===== src/rtl/sec_corrector_24bits_clk.sv =====
// Single-error corrector front-end for a 24-bit data word carried in a 32-bit
// codeword. The block hands the captured codeword to an external locator and
// waits a bounded time for the answer. It then flips the reported data bit (if
// any) and presents the result with a valid/ready handshake.
module sec_corrector_24bits_clk #(
    parameter int W_BITS  = 32,
    parameter int N_BITS  = 25,
    parameter int D_BITS  = 24,
    parameter int TIMEOUT = 64
) (
    input  logic              clk,
    input  logic              rst_n,              // active-high synchronous reset
    input  logic              in_valid,
    output logic              in_ready,
    input  logic [W_BITS-1:0] W_in,
    output logic              loc_start,
    output logic [W_BITS-1:0] loc_W,
    input  logic              loc_found,
    input  logic [N_BITS-1:0] loc_N,
    output logic              out_valid,
    input  logic              out_ready,
    output logic [D_BITS-1:0] data_out,
    output logic              err_corrected,
    output logic              err_uncorrectable,
    output logic [15:0]       corr_cnt
);

    localparam int TW = $clog2(TIMEOUT + 1);

    typedef enum logic [1:0] {S_IDLE, S_LOCATE, S_WAIT, S_OUT} state_t;

    state_t            state, state_nx;
    logic [W_BITS-1:0] w_reg;
    logic [N_BITS-1:0] n_reg;
    logic [TW-1:0]     timer;
    logic [TW-1:0]     timer_inc;
    logic              timed_out;
    logic              timer_done;

    logic              no_err;
    logic              in_range;
    logic [4:0]        idx;
    logic              corr_hit;
    logic              unc_hit;

    // The timer counts WAIT cycles. "Reaching" TIMEOUT-1 is judged on the
    // incremented value, so loc_start-to-out_valid is exactly TIMEOUT cycles.
    assign timer_inc  = timer + 1'b1;
    assign timer_done = (timer_inc == TW'(TIMEOUT - 1));

    // State register
    always_ff @(posedge clk) begin
        if (rst_n) state <= S_IDLE;
        else       state <= state_nx;
    end

    // Next-state logic and state-decoded handshake outputs
    always_comb begin
        state_nx  = state;
        in_ready  = 1'b0;
        loc_start = 1'b0;
        out_valid = 1'b0;
        case (state)
            S_IDLE: begin
                in_ready = 1'b1;
                if (in_valid) state_nx = S_LOCATE;
            end
            S_LOCATE: begin
                loc_start = 1'b1;
                state_nx  = S_WAIT;
            end
            S_WAIT: begin
                // A found result in the final cycle wins over the timeout.
                if (loc_found || timer_done) state_nx = S_OUT;
            end
            S_OUT: begin
                out_valid = 1'b1;
                if (out_ready) state_nx = S_IDLE;
            end
            default: state_nx = S_IDLE;
        endcase
    end

    // Codeword/location capture, WAIT timer and corrected-word counter
    always_ff @(posedge clk) begin
        if (rst_n) begin
            w_reg     <= '0;
            n_reg     <= '0;
            timer     <= '0;
            timed_out <= 1'b0;
            corr_cnt  <= '0;
        end else begin
            case (state)
                S_IDLE: begin
                    if (in_valid) w_reg <= W_in;
                end
                S_LOCATE: begin
                    timer     <= '0;
                    timed_out <= 1'b0;
                end
                S_WAIT: begin
                    if (loc_found) begin
                        n_reg <= loc_N;
                    end else begin
                        timer <= timer_inc;
                        if (timer_done) timed_out <= 1'b1;
                    end
                end
                S_OUT: begin
                    if (out_ready && err_corrected && corr_cnt != 16'hFFFF)
                        corr_cnt <= corr_cnt + 16'd1;
                end
                default: ;
            endcase
        end
    end

    assign loc_W = w_reg;

    // Location decode. n_reg is stale after a timeout, so timed_out masks it.
    always_comb begin
        no_err   = (n_reg == N_BITS'(32'h00FF_FFFF));
        in_range = (n_reg < N_BITS'(32));
        idx      = n_reg[4:0];
        corr_hit = !timed_out && !no_err && in_range;
        unc_hit  = timed_out || (!no_err && !in_range);
        data_out = w_reg[D_BITS-1:0];
        // Indices at or above D_BITS land in the check bits: data unchanged.
        if (corr_hit && (int'(idx) < D_BITS))
            data_out = w_reg[D_BITS-1:0] ^ (D_BITS'(1) << idx);
        err_corrected     = out_valid && corr_hit;
        err_uncorrectable = out_valid && unc_hit;
    end

endmodule


===== config.mk =====
export PLATFORM = sky130hd
export DESIGN_NAME = sec_corrector_24bits_clk
export DESIGN_NICKNAME = d
export VERILOG_FILES = /design/src/rtl/sec_corrector_24bits_clk.sv
export SDC_FILE = /design/constraint.sdc
export NUM_CORES = 1
export LEC_CHECK = 0
export BUFFER_PORTS_ARGS = -buffer_cell sky130_fd_sc_hd__buf_2
export CAP_MARGIN = 20
export CORE_ASPECT_RATIO = 0.7
export CORE_MARGIN = 4
export CORE_UTILIZATION = 45
export DETAILED_ROUTE_END_ITERATION = 16
export PLACE_DENSITY = 0.73
export SLEW_MARGIN = 25
export SYNTH_ARGS = -nofsm -noshare
export SYNTH_HDL_FRONTEND = slang
export SYNTH_SLANG_ARGS = --single-unit
export TNS_END_PERCENT = 20

===== constraint.sdc =====
create_clock -name clk -period 3.8 [get_ports clk]
set_input_delay 0.38 -clock clk [delete_from_list [all_inputs] [get_ports clk]]
set_output_delay 0.38 -clock clk [all_outputs]
set_load 0.1 [all_outputs]

## After elaboration in Yosys (flattened, before gate mapping)

Cells that the tools add are included.

- Add/sub/neg operators: 2
- $mul: 0
- Div/mod/pow operators: 0
- Magnitude comparators: 2
- Equal/unequal tests: 11
- Shift-type cells: 1
- Mux-type cells: 13
- Bitwise logic cells: 1
- Reductions and logical operators: 21

Operators with widths:

| kind | number |
|---|---|
| $eq A25 B24 Y1 const B | 1 |
| $lt A25 B6 Y1 const B | 1 |
| $mux W24 | 1 |
| $shl A1 B5 Y24 const A | 1 |
| $xor A24 B24 Y24 | 1 |
| $add A16 B1 Y16 const B | 1 |
| $ne A16 B16 Y1 const B | 1 |
| $pmux W7 S2 | 1 |
| $ne A2 B2 Y1 const B | 5 |
| $logic_and A1 B1 Y1 | 8 |
| $pmux W2 S4 | 1 |
| $reduce_and A2 Y1 | 4 |
| $add A7 B1 Y7 const B | 1 |
| $eq A7 B6 Y1 const B | 1 |
| $mux W7 | 1 |
| $mux W2 | 3 |
| $reduce_and A3 Y1 | 2 |
| $lt A5 B5 Y1 const B | 1 |
| $mux W1 | 5 |
| $eq A2 B2 Y1 const B | 2 |
| $logic_not A1 Y1 | 3 |
| $eq A2 B1 Y1 const B | 1 |
| $logic_not A2 Y1 | 1 |
| $logic_or A1 B1 Y1 | 2 |
| other kinds (2) | 2 |

- Register bits after elaboration: 83
- Bits in latches: 0
- RAM bits: 0
- Memory bits (read-only): 0
- Input bits: 62
- Output and inout port bits: 77
- Memories kept: 0

## Longest topological paths before layout

Gate-level depths: netlist (run 1).

- Depth after elaboration: 8
- Mapped depth: 7
- Depth with buffers taken out: 7

## Worst setup path before layout (run 1)

Ideal clock, no wire load.

- Path kind: register -> output
- Start: reg state[0]
- End: out err_uncorrectable
- Arrival: 3,676 ps
- Data required time: 3,420 ps
- Path slack: -256 ps
- Stages on the path, launching flop included: 4
- Buffers on the path: 0
- Path through: dfxtp_1 -> ha_1 -> inv_1 -> a311oi_1

- Longest elaborated chain between the ends: 3

Ends and longest elaborated chain:

| what | line | text |
|---|---|---|
| start, declared | 32 | `state_t state, state_nx;` |
| start signal, assigned | 54 | `else state <= state_nx;` |
| $eq A2 B2 Y1 | 63 | `case (state)` |
| $mux W1 | 63 |  |
| via out_valid | 20 | `output logic out_valid,` |
| $logic_and A1 B1 Y1 | 132 | `err_uncorrectable = out_valid && unc_hit;` |
| end, declared | 24 | `output logic err_uncorrectable,` |

The timed path passes the listed nets, and every way through them passes these cells.

## Worst setup path after layout (run 1)

- Start: reg n_reg[9]
- End: out data_out[9]

- Longest elaborated chain between the ends: 6
- Elaborated cells between the ends (all ways): 7
- Those cells by class: 1 x order compare; 1 x eq/ne; 1 x mux; 4 x reduce/logical

Ends and longest elaborated chain:

| what | line | text |
|---|---|---|
| start, declared | 34 | `logic [N_BITS-1:0] n_reg;` |
| start signal, assigned | 103 | `n_reg <= loc_N;` |
| branches (longest 3 deep; another with $lt A25 B6 Y1) | n/a |  |
| $logic_and A1 B1 Y1 (*) | 125 | `corr_hit = !timed_out && !no_err && in_range;` |
| $logic_and A1 B1 Y1 (*) | 129 | `if (corr_hit && (int'(idx) < D_BITS))` |
| $mux W24 (*) | 129 |  |
| end, declared | 22 | `output logic [D_BITS-1:0] data_out,` |

Every way passes the cells marked *.

==> flow_summary_export.csv, run 1 <==
group,metric,value,unit
timing,post-route-min-period,3.120,ns
clock_network,path_clk_slew,0.06,ns
timing,worst_clock_skew,0.005624,ns
timing,layout_worst_path_cycle_share,82.12,%
final_layout,multi_input_area,2211,um2
critical_path,max_stage_delay,0.71,ns
job,cap_violations,0,
route,drcViolationCount,0,
final_layout,layout_common_cells,"137 x buf_2, 132 x nand2_1, 83 x dfxtp_1, 76 x a21oi_1, 31 x xnor2_1",
route,drtIter0Drc,284,
timing,max_slew_margin,35.25,%
clock_network,htreeDepth,3,
pwr,max-vdd-ir-drop,0.0003539,V
global_routing,grt-ovfl-total,0,
final_layout,final_cell_area,5106,um2
placement,gp_routability_congestion,0.8173,
global_routing,first_global_vias,3584,
logic_synthesis,synth_edf_count,0,
clock_network,cts.sinks,83,
floorplanning,start_util,46.88,%
route,dr_total_vias,4019,
final_layout,nFillCells,812,
logic_synthesis,synth_fp_nets,586,
floorplanning,dieWidth,121.0,um
clock_network,root_buffer,"clkbuf_16",
floorplanning,die_y,87.12,um
timing,rsz0062_at_grt,"false",
timing,setup_viol,0,
critical_path,critPathCaptureType,"primary output",
global_routing,grt_usage,20.79,%
critical_path,required,3.42,ns
timing,final_hold_viol_count,0,
clock_network,cts_tree,"yes",
logic_synthesis,ys_seq_elements,83,
logic_synthesis,synth_flop_cell,"dfxtp_1",
hold_path,hold_class,"in -> reg",
logic_synthesis,synthCells,517,
placement,dp_hpwl,8382,um
logic_synthesis,syn_area,4024,um2
critical_path,critical-path-top-delay-family,"simple AND/OR/NAND/NOR gates",
route,dr.pass1.iters,5,
final_layout,largest_register_ffs,32,
placement,io_buffers,138,
critical_path,cp_slowest_cell,"nor4b_2",
timing,max_freq,320.5,MHz
route,vias_per_cell,5.267,
timing,worstMarginPinSlew,0.9578,ns
placement,placed_area,4782,um2
route,finalWirelength,11200,um
logic_synthesis,synth_warnings,0,
global_routing,grt_pass1_wl,17660,um
logic_synthesis,avgSynthCellArea,7.783,um2
critical_path,cp.arrival,2.74,ns
status,status,"finished, final reports clean",
logic_synthesis,async_flop_share,0,%
route,routedWlPerCell,14.67,um
critical_path,critPathMaxFanout,8,
final_layout,seq_area,1662,um2
clock_network,cts_buffer_depth,2,
global_routing,grt_max_degree,62,
clock_network,numCtsBuffers,9,
logic_synthesis,yosysSeqAreaShare,41.29,%
clock_network,cts-resized-gates,0,
clock_network,cts_hold_buf,0,
critical_path,path_class,"reg -> out",
critical_path,startpoint_type,"flop",
floorplanning,top_level_ports,139,
timing,slew_violations,0,
final_layout,final_common_cell,"buf_2",
clock_network,clock_latency,0.33,ns
floorplanning,core,8583,um2
critical_path,path_cells,"nor4_4, nand4_2, nor4b_2, nand2_1, xnor2_1, buf_2",
final_layout,synthToLayoutAreaGrowth,26.90,%
final_layout,drive_gt1_share,26.13,%
pwr,leakage,2.109,nW
final_layout,final_nets,707,
floorplanning,dieArea,10540,um2
clock_network,cts_setup_buffers,0,
timing,tns,0,ns
floorplanning,row_count,28,
global_routing,grt_antenna_before_repair,0,
route,antenna_left,0,
final_layout,antenna_cells,0,
pwr,cellPowerDensity,717.4,nW/um2
logic_synthesis,synth_cell_types,44,
critical_path,worst-path-buf-inv,1,
## worst paths after layout
path	depth (start not counted)	slack, ns	startpoint	end
min reg2reg	2	0.46	loc_W[30]	loc_W[30]
max reg2reg	6	1.46	corr_cnt[0]	corr_cnt[5]
min	3	0.28	W_in[9]	loc_W[9]
max	6	0.68	n_reg[9]	data_out[9]
## cells by family after synthesis
| kind of cell | after synthesis | share of synthesized area (%) |
|---|---|---|
| mux | 4 | 1.026 |
| fa+ha+maj | 7 | 2.177 |
| xor+xnor | 32 | 6.965 |
| buf+inv | 42 | 3.980 |
| flops | 83 | 41.29 |
| simple gates | 251 | 31.06 |
| compound gates | 98 | 13.50 |
## cells in the mapped netlist, types with 3 or more instances
library cell	n	area [um2]
a21oi_1	76	380.4
and3_1	7	43.79
and3b_1	3	26.28
and4_1	4	35.03
buf_1	5	18.77
clkbuf_1	24	90.09
dfxtp_1	83	1662
ha_1	7	87.58
inv_1	11	41.29
mux2i_1	3	30.03
nand2_1	133	499.2
nand3_1	26	130.1
nand4_1	10	62.56
nor2_1	22	82.58
nor2b_1	6	37.54
nor3_1	7	35.03
nor3b_1	3	22.52
o21ai_0	6	30.03
o31ai_1	9	67.56
or3_1	4	25.02
or4_1	9	67.56
xnor2_1	31	271.5
## tightest hold or removal path: stages
cell     delay (ns)
buf_2          0.09
nand2_1        0.04
a21oi_1        0.05
## cell type report
class | instances | share of cell area (%)
Clock buffer | 10 | 4.484
Clock inverter | 6 | 1.764
Inverter | 11 | 0.8086
Multi-Input combinational cell | 392 | 43.30
Sequential cell | 83 | 32.54
Tap cell | 120 | 2.940
Timing Repair Buffer | 141 | 14.16
## stage by stage
stage	hold WS [ns]	power (mW)	cells	setup slack (ns)	util, %
6_report	0.2848	3.663	763	0.6796	59.49
4_1_cts	0.2721	3.680	763	0.6367	59.43
3_5_place_dp	0.4512	2.757	747	1.014	55.71
3_3_place_gp	0.4398	2.716	746	1.037	55.54
2_1_floorplan	0.4363	2.456	517	0.3754	-
5_1_grt	0.2712	3.824	763	0.4210	59.49
## per-layer routing
layer,up-vias,track usage (%),part of all wire [%]
met1,1844,30.02,48
met5,-,0,0
met2,149,31.00,44
li1,2017,-,-
met4,0,4.527,0.70
met3,9,5.779,7.7
## power by group
group / internal [mW] / total [mW] / switching, mW
Combinational: 0.305 / 1.70 / 1.39
Clock: 0.577 / 0.924 / 0.347
Sequential: 0.958 / 1.04 / 0.0820
(Power assumes the default switching activity.)
==> run 2, diff against run 1 <==
--- a/config.mk
+++ b/config.mk
@@ -5,6 +5,7 @@
 export SDC_FILE = /design/constraint.sdc
 export NUM_CORES = 1
 export LEC_CHECK = 0
+export ABC_AREA = 1
 export BUFFER_PORTS_ARGS = -buffer_cell sky130_fd_sc_hd__buf_2
 export CAP_MARGIN = 20
 export CORE_ASPECT_RATIO = 0.7
==> constraint.sdc (replaced) <==
create_clock -name clk -period 3.1 [get_ports clk]
set_input_delay 0.31 -clock clk [delete_from_list [all_inputs] [get_ports clk]]
set_output_delay 0.31 -clock clk [all_outputs]
set_load 0.1 [all_outputs]
==> flow_summary_export.csv, run 2 <==
group,metric,value,unit
pwr,p_seq_share,26.5,%
route,vias_per_cell,5.088,
clock_network,cts_buffer_depth,2,
global_routing,grt-ovfl-total,0,
route,dr_total_vias,4299,
clock_network,cts_setup_buffers,0,
logic_synthesis,synth_top_family_by_area,"simple AND/OR/NAND/NOR gates",
logic_synthesis,muxShareOfSynthArea,0,%
logic_synthesis,synthAdderAreaFrac,2.160,%
logic_synthesis,yosys.area.top_type,"dfxtp_1",
timing,max_freq,363.4,MHz
logic_synthesis,synth_area_leaders,"dfxtp_1 41%, nor2_1 14%, nand2_1 9.0%",
critical_path,cpMostUsedCell,"nand2_1",
critical_path,cp-startpoint,"n_reg[13]",
critical_path,cp_slowest_cell,"buf_2",
timing,worst_clock_skew,0.006555,ns
global_routing,grt_usage,21.88,%
critical_path,worst_r2r_path_depth,7,
clock_network,numCtsBuffers,9,
logic_synthesis,async_flop_share,0,%
logic_synthesis,yosysMostFrequentCell,"nor2_1",
logic_synthesis,syn_area,4055,um2
route,dr.pass1.iters,7,
logic_synthesis,synthTopCellsByCount,"148 x nor2_1, 97 x nand2_1, 83 x dfxtp_1, 60 x o21ai_0, 38 x inv_1",
timing,max_slew_margin,40.17,%
logic_synthesis,yosysSeqAreaShare,40.98,%
route,finalWirelength,11710,um
global_routing,first_global_vias,3957,
critical_path,required,2.79,ns
final_layout,final_common_cell,"nor2_1",
logic_synthesis,yosys.area_share.xor_xnor,6.911,%
logic_synthesis,synth_fp_nets,659,
pwr,cellPowerDensity,1070,nW/um2
global_routing,grt_antenna_before_repair,0,
placement,dp_slack,0.7268,ns
final_layout,layout_common_cells,"148 x nor2_1, 138 x buf_2, 97 x nand2_1, 83 x dfxtp_1, 60 x o21ai_0",
critical_path,critPathMaxFanout,6,
route,drtIter0Drc,331,
pwr,p_sw_share,55.68,%
timing,worst_slack,0.3480,ns
final_layout,nFillCells,842,
clock_network,cts_hold_buf,0,
clock_network,path_clk_slew,0.06,ns
logic_synthesis,yosysTopAreaCellShare,40.98,%
floorplanning,dieArea,10620,um2
clock_network,cts-resized-gates,0,
floorplanning,die_y,87.43,um
final_layout,drive_gt1_share,22.62,%
final_layout,final_nets,789,
route,drcViolationCount,0,
placement,dp_hpwl,8814,um
final_layout,largest_register_ffs,32,
critical_path,reg2reg_slack,0.66,ns
critical_path,critPathCaptureType,"primary output",
route,antenna_left,0,
timing,slew_violations,0,
critical_path,startpoint_type,"flop",
logic_synthesis,avgSynthCellArea,6.873,um2
floorplanning,start_util,47.05,%
pwr,clkPwrFrac,19.6,%
floorplanning,dieWidth,121.5,um
timing,layout_worst_path_cycle_share,88.77,%
timing,post-route-min-period,2.752,ns
final_layout,synthToLayoutAreaGrowth,26.75,%
logic_synthesis,synth_warnings,0,
critical_path,max_stage_delay,0.44,ns
timing,final_hold_viol_count,0,
logic_synthesis,synthCells,590,
placement,gp_routability_congestion,0.8813,
timing,worstMarginPinSlew,0.8920,ns
global_routing,grt_max_degree,42,
clock_network,cts_tree,"yes",
placement,place_inst,829,
timing,setup_viol,0,
critical_path,path_class,"reg -> out",
job,cap_violations,0,
logic_synthesis,synth-simple-area-share,32.37,%
timing,rsz0062_at_grt,"false",
final_layout,multi_input_area,2158,um2
clock_network,cts.sinks,83,
clock_network,root_buffer,"clkbuf_16",
placement,io_buffers,138,
pwr,leakage,2.273,nW
pwr,max-vdd-ir-drop,0.0007873,V
floorplanning,core,8618,um2
final_layout,seq_area,1662,um2
logic_synthesis,synth_edf_count,0,
critical_path,cp.arrival,2.44,ns
pwr,comb_power_share,53.9,%
global_routing,grt_pass1_wl,18640,um
floorplanning,top_level_ports,139,
timing,tns,0,ns
logic_synthesis,synth_flop_cell,"dfxtp_1",
status,status,"finished, final reports clean",
critical_path,path_cells,"nor2_1, nand2_1, nor2_1, nand2_1, nor3_4, nand2_1, nor2_2, nand2_1, xnor2_1, buf_2",
logic_synthesis,synth_compound_area_share,11.69,%
route,routedWlPerCell,13.86,um
final_layout,antenna_cells,0,
clock_network,htreeDepth,3,
logic_synthesis,synth_cell_types,24,
floorplanning,row_count,28,
critical_path,timing.critical_path.to,"data_out[9]",
hold_path,hold_class,"in -> reg",
pwr,switchingPower,3.062,mW
logic_synthesis,ys_seq_elements,83,
critical_path,r2r-end,"loc_W[30]",
clock_network,clock_latency,0.33,ns
critical_path,r2r-start,"state[0]",
final_layout,final_cells,845,
pwr,internal_power,2.437,mW
==> run 2: cell count changes in the layout (fill, tap and decap cells not counted), sizes merged, moves of 10 or more <==
cell,before,now
a21oi,76,30
inv,11,37
nand2,133,97
nor2,22,151
o21ai,6,62
or4,10,0
==> run 2: through the flow <==
stage          hold slack [ns]  utilization [%]  total power [mW]  area [um2]
6_report                0.2238            59.64             5.499        5140
5_1_grt                 0.2332            59.64             5.771        5140
4_1_cts                 0.2118            59.64             5.524        5140
3_5_place_dp            0.4728            56.08             4.435        4833
3_3_place_gp            0.4594            56.08             4.398        4833
2_1_floorplan           0.4574                -             3.953        4059
==> run 2: cell type report <==
cell class / instances / area share [%]
inverters: 38 / 2.775
repair buffers: 142 / 14.02
well taps: 120 / 2.921
clock buffers: 13 / 5.063
multi-input cells: 446 / 41.99
clock inverters: 3 / 0.9007
flip-flops and latches: 83 / 32.33
==> run 2: routing by layer <==
metal  routed length, um  GRT usage, %  vias up
met5                   0             0        -
met4                 172         6.307        0
met1                5452         29.23     1950
met3                 948         7.597       20
met2                5141         33.58      148
li1                    -             -     2181
==> run 2: worst max-delay path: cells and delay by family, from the launching register on <==
kind,cells,cell delay (ns)
AND/OR/NAND/NOR,8,1.19
buffers and inverters,1,0.44
flip-flops,1,0.33
XOR/XNOR,1,0.15
==> run 2: how the worst min path moves through the flow <==
stage / from / to / slack, ns / depth (start not counted)
CTS: W_in[29] / loc_W[29] / 0.21 / 3
global placement: loc_W[27] / loc_W[27] / 0.46 / 2
detailed placement: loc_W[26] / loc_W[26] / 0.47 / 2
global route: W_in[7] / loc_W[7] / 0.23 / 3
floorplan: n_reg[4] / n_reg[4] / 0.46 / 2
finish: W_in[29] / loc_W[29] / 0.22 / 3
==> run 2: cells by family after synthesis <==
family / after synthesis
DFF: 83
AOI/OAI and AO/OA: 94
adders and majority gates: 7
xor gates and xnor gates: 32
and+or+nand+nor: 313
buffers and inverters: 61
==> run 2: power by group through the flow <==
stage / logic, mW / clock network (mW) / registers (mW)
floorplan: 1.69 / 0 / 2.27
global placement: 2.94 / 0 / 1.46
detailed placement: 2.96 / 0 / 1.47
CTS: 2.97 / 1.10 / 1.45
global route: 3.13 / 1.16 / 1.48
finish: 2.96 / 1.08 / 1.46
